==> src/rtl/pc_sequencer.sv <==
// pc_sequencer: fetch-stage program counter with redirect priority, stall-time
// pending redirect and a circular return-address stack.
//   Clk, Reset (async, active-low)
//   PCWrite            advance enable (0 = stall)
//   Exception          redirect to EXC_VECTOR, honoured even while stalled
//   Branch/BranchTarget, Jump/JumpTarget   redirect requests (Branch wins)
//   Call/RetAddr       push a return address
//   Return             pop the RAS and fetch from the popped address
//   PCResult           registered fetch PC;  PCPlusInc = PCResult + INC
//   Pending            a redirect was latched during a stall
//   RasEmpty/RasFull   RAS occupancy flags
//   RasUnderflow       one-cycle pulse after a Return on an empty RAS
module pc_sequencer #(
    parameter int                 WIDTH        = 32,
    parameter int                 INC          = 4,
    parameter logic [WIDTH-1:0]   RESET_VECTOR = 32'h0000_0000,
    parameter logic [WIDTH-1:0]   EXC_VECTOR   = 32'h8000_0180,
    parameter int                 RAS_DEPTH    = 4
) (
    input  logic             Clk,
    input  logic             Reset,
    input  logic             PCWrite,
    input  logic             Exception,
    input  logic             Branch,
    input  logic [WIDTH-1:0] BranchTarget,
    input  logic             Jump,
    input  logic [WIDTH-1:0] JumpTarget,
    input  logic             Call,
    input  logic [WIDTH-1:0] RetAddr,
    input  logic             Return,
    output logic [WIDTH-1:0] PCResult,
    output logic [WIDTH-1:0] PCPlusInc,
    output logic             Pending,
    output logic             RasEmpty,
    output logic             RasFull,
    output logic             RasUnderflow
);
    localparam int PW = $clog2(RAS_DEPTH);
    localparam int CW = PW + 1;

    logic [WIDTH-1:0] pc_q, pc_d;
    logic             pending_q, pending_d;
    logic [WIDTH-1:0] tgt_q, tgt_d;
    logic [PW-1:0]    top_q, top_d;
    logic [CW-1:0]    cnt_q, cnt_d;
    logic             uf_q, uf_d;
    logic [WIDTH-1:0] ras_q [RAS_DEPTH];
    logic [WIDTH-1:0] ras_d [RAS_DEPTH];

    logic             redirect;
    logic [WIDTH-1:0] new_tgt;
    logic [PW-1:0]    top_inc;

    assign redirect     = Branch | Jump;
    assign new_tgt      = Branch ? BranchTarget : JumpTarget;
    assign top_inc      = top_q + PW'(1);
    assign PCResult     = pc_q;
    assign PCPlusInc    = pc_q + WIDTH'(INC);
    assign Pending      = pending_q;
    assign RasEmpty     = cnt_q == '0;
    assign RasFull      = cnt_q == CW'(RAS_DEPTH);
    assign RasUnderflow = uf_q;

    always_comb begin
        pc_d      = pc_q;
        pending_d = pending_q;
        tgt_d     = tgt_q;
        top_d     = top_q;
        cnt_d     = cnt_q;
        uf_d      = 1'b0;
        ras_d     = ras_q;
        if (Exception) begin
            pc_d      = EXC_VECTOR;
            pending_d = 1'b0;
        end else if (!PCWrite) begin
            if (redirect) begin
                pending_d = 1'b1;
                tgt_d     = new_tgt;
            end
        end else begin
            pending_d = 1'b0;
            if (redirect)
                pc_d = new_tgt;
            else if (pending_q)
                pc_d = tgt_q;
            else begin
                pc_d = PCPlusInc;
                if (Return && !RasEmpty) begin
                    pc_d = ras_q[top_q];
                    // Call+Return swaps the top slot in place: count is unchanged
                    if (Call)
                        ras_d[top_q] = RetAddr;
                    else begin
                        top_d = top_q - PW'(1);
                        cnt_d = cnt_q - CW'(1);
                    end
                end else begin
                    uf_d = Return;
                    // Push; when full the pointer wraps onto the oldest entry
                    if (Call) begin
                        top_d          = top_inc;
                        ras_d[top_inc] = RetAddr;
                        cnt_d          = RasFull ? cnt_q : cnt_q + CW'(1);
                    end
                end
            end
        end
    end

    always_ff @(posedge Clk or negedge Reset) begin
        if (!Reset) begin
            pc_q      <= RESET_VECTOR;
            pending_q <= 1'b0;
            tgt_q     <= '0;
            top_q     <= '0;
            cnt_q     <= '0;
            uf_q      <= 1'b0;
        end else begin
            pc_q      <= pc_d;
            pending_q <= pending_d;
            tgt_q     <= tgt_d;
            top_q     <= top_d;
            cnt_q     <= cnt_d;
            uf_q      <= uf_d;
        end
    end

    // Stack contents need no reset; writes are blocked while reset is held
    always_ff @(posedge Clk) begin
        if (Reset)
            ras_q <= ras_d;
    end
endmodule

==> config.mk <==
export PLATFORM = sky130hd
export DESIGN_NAME = pc_sequencer
export DESIGN_NICKNAME = d
export VERILOG_FILES = /design/src/rtl/pc_sequencer.sv
export SDC_FILE = /design/constraint.sdc
export NUM_CORES = 1
export LEC_CHECK = 0
export BUFFER_PORTS_ARGS = -buffer_cell sky130_fd_sc_hd__buf_2
export CORE_AREA = 2 2 145 147
export CTS_CLUSTER_DIAMETER = 60
export DETAILED_ROUTE_END_ITERATION = 8
export DIE_AREA = 0 0 147 149
export PLACE_DENSITY = 0.76
export RECOVER_POWER = 50
export SYNTH_ARGS = -nofsm -noshare
export SYNTH_HDL_FRONTEND = slang
export SYNTH_SLANG_ARGS = --single-unit
export TNS_END_PERCENT = 30
==> constraint.sdc <==
create_clock -name Clk -period 3.2 [get_ports Clk]
set_input_delay 0.64 -clock Clk [delete_from_list [all_inputs] [get_ports Clk]]
set_output_delay 0.64 -clock Clk [all_outputs]
set_load 0.1 [all_outputs]
======== Word level (Yosys, flattened, before mapping) ========
Cells that the tools add are included.
storage, ports and cells
  output and inout port bits .............. 68
  bits of input ports ..................... 104
  register bits ........................... 199
  word-level logic and storage cells ...... 74
operators by class
  bitwise operators ....................... 7
  reductions and logical operators ........ 12
  mux-type cells .......................... 33
  $lt $le $gt $ge ......................... 4
  eq/ne operators ......................... 3
  $add $sub $neg .......................... 5
operators by type and width
  kind                                                        number
  2-to-1 mux 128 bit                                          3
  2-to-1 mux 32 bit                                           10
  bitwise mux 128 bit                                         2
  demux 32 bit (select 2 bit)                                 2
  binary-select mux 32 bit (select 2 bit)                     1
  adder 32 x 3 -> 32 bit, second input constant               1
  2-to-1 mux 3 bit                                            4
  AND reduction 6 bit                                         2
  2-to-1 mux 1 bit                                            8
  AND reduction 7 bit                                         1
  >= comparator 3 bit, second input constant                  2
  less-than comparator 3 x 1 -> 1 bit, second input constant  2
  2-to-1 mux 2 bit                                            3
  inverter 2 -> 3 bit                                         2
  inverter 1 bit                                              4
  nonzero test 2 bit                                          2
  adder 3 x 1 -> 3 bit, second input constant                 1
  equality test 3 bit, second input constant                  1
  logical AND 1 bit                                           3
  logical NOT 3 bit                                           1
  AND reduction 3 bit                                         1
  nonzero test 3 bit                                          1
  subtractor 3 x 1 -> 3 bit, second input constant            1
  adder 2 x 1 -> 2 bit, second input constant                 1
  other kinds (5)                                             5

======== Logic depth before layout (Yosys ltp) ========
Gate-level depths: netlist of run 1.
  word-level depth ........................ 9
  depth in mapped cells ................... 8

======== Worst setup path after synthesis of run 1 ========
No wires, ideal clock.
  kind .................................... flip-flop to output port
  start ................................... reg pc_q[2] (netlist: PCResult[2])
  end ..................................... out PCPlusInc[20]
  cell stages (with the launch flop) ...... 6
  path buffers ............................ 0
  data arrival time ....................... 3681 ps
  path slack .............................. -1121 ps
  cells stage by stage .................... dfrtp_1 > ha_1 > nand3_1 > nor3_4 > nand4_1 > xnor2_1
on the way
  word-level cells in the longest chain between the ends .. 1
ends and longest elaborated chain
  element                 line  source
  from (decl)             41    logic [WIDTH-1:0] pc_q, pc_d;
  from (signal assigned)  119   pc_q <= pc_d;
  adder 32 x 3 -> 32 bit  58    assign PCPlusInc = pc_q + WIDTH'(INC);
  to (decl)               32    output logic [WIDTH-1:0] PCPlusInc,
Every way passes these cells.

======== Worst setup path after layout of run 1 ========
  start ................................... reg pc_q[25] (netlist: PCResult[25])
  end ..................................... out PCPlusInc[29]
The elaborated chain is that of the path after synthesis.

==> key figures, run 1 <==
Run status
  – Status: complete, no violations

Timing
  – Max-slew violations: 0
  – Final hold vios: 0
  – Min Tclk post-route: 3115 ps
  – Slew Limit Headroom: 2.452%
  – Fmax: between 300 and 400 MHz
  – Fin crit share: 97.35%
  – Worst slew pin tran: roughly 1500 ps
  – Setup TNS: 0 ps
  – Clock Skews: roughly 11 ps
  – Final setup vio count: 0

Job
  – MaxCap Viol Count: 0

Die
  – # IOs: 172
  – Die ar.: 21,900 um^2
  – Initial Util: 50.52%
  – Core Rows: 53
  – Die height: around 150 um
  – Core area: 20,560 um^2
  – Die width: 147 um

Global route
  – Global Route Usage Sum: 27.60%
  – Initial antenna violation count: 5
  – Vias in the first global route: 7,568
  – First-pass GRT wire length: about 45 mm
  – Pin count of the biggest net entering global routing: between 50 and 60
  – Congestion Overflow GR: 0

Setup path
  – CP Class: register to output port
  – CP Cell Sequence: nand2_1 -> nor3_1 -> nand4b_1 -> xnor2_4 -> buf_2
  – Worst Path Arrival: 2480 ps
  – Critical Path Fanout Max: 7
  – CP required: roughly 2600 ps
  – CP Launch Point: PCResult[25]
  – Slowest cell delay on critical path: between 500 and 600 ps
  – CP Launch Type: register
  – CP max-delay cell: dfrtp_1
  – FF-to-FF Start: cnt_q[2]
  – CP Capture Type: output port

Logic synthesis
  – Distinct cells, synth: 71
  – Area contributors post-synth: edfxtp_1, dfrtp_1, nor2b_1
  – Syn. warnings: 0
  – Syn Nets: 986
  – Dominant cell type by area after synthesis: edfxtp_1
  – Synth top area share: 37.01%
  – Synth Instances: 872
  – Syn Std Cell Area: slightly above 10,000 um^2
  – Post-synth top flop: edfxtp_1
  – Syn_area_per_cell: 11.91 um^2
  – Seq cells post-synth: slightly below 200
  – Sequential area share after synthesis: 54.11%
  – Number of synthesized flops with an enable pin: 128
  – Fraction of registers with async set/reset: 35.68%

Drt
  – Vias per cell: around 6.0
  – Post-DR wirelength/cell: 22.31 um
  – Total Wirelength: 30.09 mm
  – Drt first pass iters: 5
  – DRC errors left: 0
  – Post-route ant nets: 0
  – Via count: ~8,000
  – Drt first-iter violations: 845

CTS
  – CTS Sinks: 199
  – Root buf cell: clkbuf_16
  – Clk pin slew, worst setup/hold paths: 80 ps
  – Post-CTS Hold Buffers: 0
  – TritonCTS clock tree: yes
  – Longest Clk Path Bufs: 2
  – Inserted Clock Buffers: 17
  – Clock latency on the worst-skew pair: approximately 440 ps
  – Htree depth: 4

Power
  – Maximum VDD drop: 0.0003209 V
  – PwrDens: 667.3 nW/um^2
  – Leak: 5.054 nW

Cells and area
  – Final instance area: 12,710 um^2
  – Commonest non-fill, non-tap cell in the layout: edfxtp_1
  – Layout cells sized above 1: about 29%
  – Area grow syn2layout: 22.38%
  – Nets: 1,174
  – Most frequent cells in the layout: edfxtp_1, buf_2, nor2b_1
  – Fillers: 1,648

Place
  – Gp weighted congestion: ~0.98
  – Port-buffer cells: 171
  – Post-DP Area: 12,100 um^2
  – HPWL after DPL: around 21 mm

Min path
  – Worst Hold Class: register to register
  – Min-delay src: tgt_q[6]
## area by class of cell
type | instances | area (um^2) | area share, %
sequential | 199 | 5648 | 44.43
inverter | 14 | 52.55 | 0.4134
antenna | 1 | 2.502 | 0.01969
tap | 275 | 344.1 | 2.707
multi-input combinational | 605 | 4770 | 37.52
clock inverter | 15 | 191.4 | 1.506
clock buffer | 17 | 425.4 | 3.347
timing repair buffer | 223 | 1277 | 10.05
## routing by layer
layer | wire (um) | track usage, % | part of all wire, %
met3 | 2423 | 6.116 | 8.1
met1 | 12710 | 37.74 | 42
met2 | 14340 | 44.91 | 48
met4 | 568 | 7.981 | 1.9
met5 | 48 | 0 | 0.16
## synth_stat cells (13+ instances only)
cell and instances:
a21oi_1 13, and2b_1 14, o21ai_0 50, nor2_1 41
mux2i_1 35, mux4_2 32, edfxtp_1 128, dfrtp_1 71
nand3_1 16, xnor2_1 23, nor2b_1 120, nand2_1 93
o221ai_1 15, clkbuf_1 33
## worst max-delay path: cells and delay by family, from the launching register on
kind	cells	cell delay [ps]
and+or+nand+nor	3	810
DFF	1	540
buffers and inverters	1	450
xor gates and xnor gates	1	230
## per-stage QoR
stage	setup WS [ps]	utilization (%)	hold slack, ps	instances	total power, mW
after CTS	-80.29	61.91	276.4	1339	8.562
after global routing	-5.966	61.82	504.0	1348	8.846
after floorplan	-300.2	-	344.4	872	5.381
after global placement	361.8	58.84	463.1	1307	6.244
after detailed placement	333.3	58.84	472.7	1307	6.310
final	84.83	61.83	487.8	1349	8.481
## path summary, 6_finish.rpt
path / end / slack (ps) / cells past startpoint
max in group asynchronous: PCResult[13] / 1090 / 3
worst max-delay path: PCPlusInc[29] / 80 / 5
min in group asynchronous: PCResult[26] / 720 / 2
worst max register to register: ras_q[119] / 150 / 5
worst min register to register: tgt_q[6] / 490 / 2
worst min-delay path: tgt_q[6] / 490 / 2
## timing repair
| item | 4_1_cts | 5_1_grt |
|---|---|---|
| pin swaps | 1 | 4 |
| setup buffers | 0 | 9 |
| gates resized for setup | 5 | 4 |
| endpoints found under the setup margin | 10 | 16 |
## state kept, by name, summed over array words and instances (netlist names)
signal        flops
PCResult         32
Pending           1
RasUnderflow      1
cnt_q             3
ras_q           128
tgt_q            32
top_q             2
## where the power goes
| group | leakage [nW] | internal (mW) | switching [mW] |
|---|---|---|---|
| combinational | 2.71 | 1.01 | 1.95 |
| clock | 0.300 | 1.25 | 1.00 |
| sequential | 2.04 | 3.03 | 0.242 |
| total | 5.05 | 5.29 | 3.19 |
## kinds of logic (layout without fill, tap and decap cells)
kind of cell | after synthesis | in the layout | share of synthesized area, %
mux | 67 | 67 | 10.31
fa+ha+maj | 10 | 10 | 1.277
simple gates | 342 | 342 | 18.14
buf+inv | 68 | 269 | 2.819
other cells | 0 | 1 | 0
flops | 199 | 199 | 54.11
xor+xnor | 27 | 27 | 2.277
compound gates | 159 | 159 | 11.06
Note: power is estimated with default switching activity, not from simulation.
==> run 2, diff against run 1 <==
--- a/config.mk
+++ b/config.mk
@@ -5,11 +5,12 @@
 export SDC_FILE = /design/constraint.sdc
 export NUM_CORES = 1
 export LEC_CHECK = 0
+export ABC_AREA = 1
 export BUFFER_PORTS_ARGS = -buffer_cell sky130_fd_sc_hd__buf_2
-export CORE_AREA = 2 2 145 147
+export CORE_AREA = 2 2 147 149
 export CTS_CLUSTER_DIAMETER = 60
 export DETAILED_ROUTE_END_ITERATION = 8
-export DIE_AREA = 0 0 147 149
+export DIE_AREA = 0 0 149 151
 export PLACE_DENSITY = 0.76
 export RECOVER_POWER = 50
 export SYNTH_ARGS = -nofsm -noshare
==> key figures, run 2 <==
Run status
  – Status: complete, but fails checks (was complete, no violations)
  – Failing checks: capacitance limit, slew limit

Cells and area
  – Max reg flops: 128 (unchanged)
  – # diodes: 0 (was 1)
  – Final instance count without filler cells: 1,771 (was 1,349)
  – Layout cells sized above 1: 15.71% (was 28.89%)
  – Most frequent cells in the layout: nand2_1, nor2_1, buf_2 (was edfxtp_1, buf_2, nor2b_1)
  – Nets: 1,597 (was 1,174)
  – Most flops, register: ras_q (unchanged)
  – Area grow syn2layout: 15.28% (was 22.38%)
  – Commonest non-fill, non-tap cell in the layout: nand2_1 (was edfxtp_1)

Logic synthesis
  – Mux contribution to synthesized area: 0.9458% (was 10.31%)
  – Syn Std Cell Area: 10,720 um^2 (was 10,390 um^2)
  – Most frequent cell after synthesis: nand2_1 (was edfxtp_1)
  – Fraction of registers with async set/reset: 35.68% (unchanged)
  – Distinct cells, synth: 38 (was 71)
  – Simple-Gate Fraction of Synth Area: 29.94% (was 18.14%)
  – Complex-gate fraction of the synthesized area: 6.866% (was 11.06%)
  – Adder-Cell Fraction of Synth Area: 1.238% (was 1.277%)
  – Area contributors post-synth: edfxtp_1, dfrtp_1, nand2_1 (was edfxtp_1, dfrtp_1, nor2b_1)
  – Synth Instances: 1,333 (was 872)
  – Dominant cell type by area after synthesis: edfxtp_1 (unchanged)
  – Commonest cells post-synth: nand2_1, nor2_1, edfxtp_1, inv_1, nand3_1 (was edfxtp_1, nor2b_1, nand2_1, dfrtp_1, o21ai_0)
  – Sequential area share after synthesis: 52.45% (was 54.11%)
  – Synth top area share: 35.87% (was 37.01%)
  – Syn. warnings: 0 (unchanged)
  – Syn Nets: 1,447 (was 986)
  – Seq cells post-synth: 199 (unchanged)
  – Number of synthesized flops with an enable pin: 128 (unchanged)
  – Syn_area_per_cell: 8.038 um^2 (was 11.91 um^2)
  – Largest family of logic cells by synthesized area: simple AND/OR/NAND/NOR gates (unchanged)
  – Post-synth top flop: edfxtp_1 (unchanged)
  – XOR/XNOR share of the synthesized area: 1.471% (was 2.277%)

Place
  – HPWL after DPL: 20.38 mm (was 21.29 mm)
  – Placed insts: 1,739 (was 1,307)
  – Gp weighted congestion: 0.9761 (was 0.9841)
  – Port-buffer cells: 171 (unchanged)

Timing
  – Fmax: 326.8 MHz (was 321.0 MHz)
  – Worst slew pin tran: 1809 ps (was 1463 ps)
  – Clock Skews: 11.32 ps (was 10.76 ps)
  – Final hold vios: 0 (unchanged)
  – Fin crit share: 95.62% (was 97.35%)
  – RSZ-0062 raised after global routing: false
  – Final setup vio count: 0 (unchanged)
  – Max-slew violations: 72 (was 0)
  – Slew Limit Headroom: -20.61% (was 2.452%)
  – Min Tclk post-route: 3060 ps (was 3115 ps)
  – Hold Slack: 463.4 ps (was 487.8 ps)

CTS
  – Clock latency on the worst-skew pair: 440 ps (about the same)
  – Setup Buffers After CTS: 0 (unchanged)
  – TritonCTS clock tree: yes (unchanged)
  – Root buf cell: clkbuf_16 (unchanged)
  – Htree depth: 4 (unchanged)
  – Post_cts resized: 0 (was 5)
  – Clk pin slew, worst setup/hold paths: 80 ps (about the same)
  – Inserted Clock Buffers: 17 (unchanged)
  – Longest Clk Path Bufs: 2 (unchanged)
  – CTS Sinks: 199 (unchanged)
  – Post-CTS Hold Buffers: 0 (unchanged)

Die
  – Initial Util: 51.46% (was 50.52%)
  – Die ar.: 22,500 um^2 (was 21,900 um^2)
  – Die width: 149 um (was 147 um)
  – Die height: 151 um (was 149 um)
  – # IOs: 172 (unchanged)
  – Core area: 20,820 um^2 (was 20,560 um^2)
  – Core Rows: 53 (unchanged)

Setup path
  – CP Capture Type: output port (unchanged)
  – Slowest cell delay on critical path: 440 ps (was 540 ps)
  – CP bufs+invs: 1 (unchanged)
  – Critical Path Fanout Max: 5 (was 7)
  – CP Class: register to output port (unchanged)
  – Top delay family on crit path: simple AND/OR/NAND/NOR gates (unchanged)
  – Most numerous cell on the critical path: nand2_2
  – CP Launch Type: register (unchanged)
  – CP Cell Sequence: ha_1 -> nand2_2 -> nor2_4 -> nand2_2 -> nor2_2 -> nand3_1 -> nand2_1 -> buf_2 (was nand2_1 -> nor3_1 -> nand4b_1 -> xnor2_4 -> buf_2)
  – Worst Path Arrival: 2420 ps (was 2480 ps)
  – CP max-delay cell: dfrtp_1 (unchanged)
  – CP required: 2560 ps (about the same)

Global route
  – Initial antenna violation count: 0 (was 5)
  – Pin count of the biggest net entering global routing: 72 (was 53)
  – Global Route Usage Sum: 26.53% (was 27.60%)
  – First-pass GRT wire length: 46.13 mm (was 45.42 mm)
  – Vias in the first global route: 8,786 (was 7,568)
  – Congestion Overflow GR: 0 (unchanged)

Drt
  – Post-DR wirelength/cell: 16.44 um (was 22.31 um)
  – Vias per cell: 5.326 (was 5.954)
  – Total Wirelength: 29.12 mm (was 30.09 mm)
  – Drt first pass iters: 6 (was 5)
  – Drt first-iter violations: 1,072 (was 845)
  – Via count: 9,433 (was 8,032)
  – Post-route ant nets: 0 (unchanged)
  – DRC errors left: 0 (unchanged)

Job
  – MaxCap Viol Count: 1 (was 0)

Power
  – Maximum VDD drop: 0.0005235 V (was 0.0003209 V)
  – Leak: 5.588 nW (was 5.054 nW)
  – PwrDens: 693.6 nW/um^2 (was 667.3 nW/um^2)

Min path
  – Worst Hold Class: input port to register (was register to register)
## run 2: cell count changes after synthesis, sizes merged, moves of 33 or more
cell   previous run  this run
mux2i            35         2
nand2            93       416
nor2b           120         0
nand3            20        79
nor2             41       290
inv              13       103
## run 2: per-layer routing
metal,part of all wire [%],global-route usage (%)
met1,44,37.90
met2,46,42.00
met3,7.4,3.916
met4,2.3,8.619
met5,0,0
## run 2: logic make-up after synthesis
logic type,after synthesis
AOI/OAI and AO/OA,133
xor gates and xnor gates,18
adders and majority gates,10
buffers and inverters,172
DFF,199
muxes,7
and+or+nand+nor,794
## run 2: cell type report
class | count | area [um^2]
clock buffer | 17 | 425.4
timing repair buffer | 199 | 994.7
multi-input combinational | 962 | 4418
fill | 1860 | 8469
tap | 275 | 344.1
sequential | 199 | 5624
clock inverter | 15 | 145.1
inverter | 104 | 401.6
## run 2: worst register-to-register path, delay by kind of cell (launching register included)
kind,cells,cell delay (ps)
AND/OR/NAND/NOR,1,100
flip-flops,1,800
buffers and inverters,2,820
adder cells (fa/ha/maj),1,310
multiplexers,1,690
## run 2: path summary, 6_finish.rpt
kind                                  start             to  slack [ps]  cells after the start
worst max-delay path            PCResult[3]  PCPlusInc[24]         140                      8
worst min-delay path                 Return   RasUnderflow         460                      3
min in group asynchronous             Reset       cnt_q[0]         820                      2
worst max register to register     top_q[0]      ras_q[55]         220                      5
max in group asynchronous             Reset    PCResult[2]        1060                      2
worst min register to register     cnt_q[2]       cnt_q[2]         470                      1
## run 2: report_power, final
| part | switching, mW | internal (mW) | total [mW] |
|---|---|---|---|
| Clock | 0.993 | 1.09 | 2.09 |
| Combinational | 2.49 | 0.799 | 3.29 |
| Sequential | 0.166 | 3.02 | 3.19 |
| Total | 3.65 | 4.92 | 8.57 |
## run 2: metrics by stage
step / util (%) / TNS (ps) / power, mW / cell area (um^2) / setup WS (ps)
3_3_place_gp: 57.13 / 0 / 6.469 / 11900 / 649.0
5_1_grt: 59.33 / 0 / 9.006 / 12350 / 7.892
3_5_place_dp: 57.13 / 0 / 6.537 / 11900 / 626.1
4_1_cts: 59.87 / 0 / 8.609 / 12470 / 146.6
6_report: 59.33 / 0 / 8.568 / 12350 / 140.2
2_1_floorplan: - / -24180 / 5.672 / 10830 / -183.8
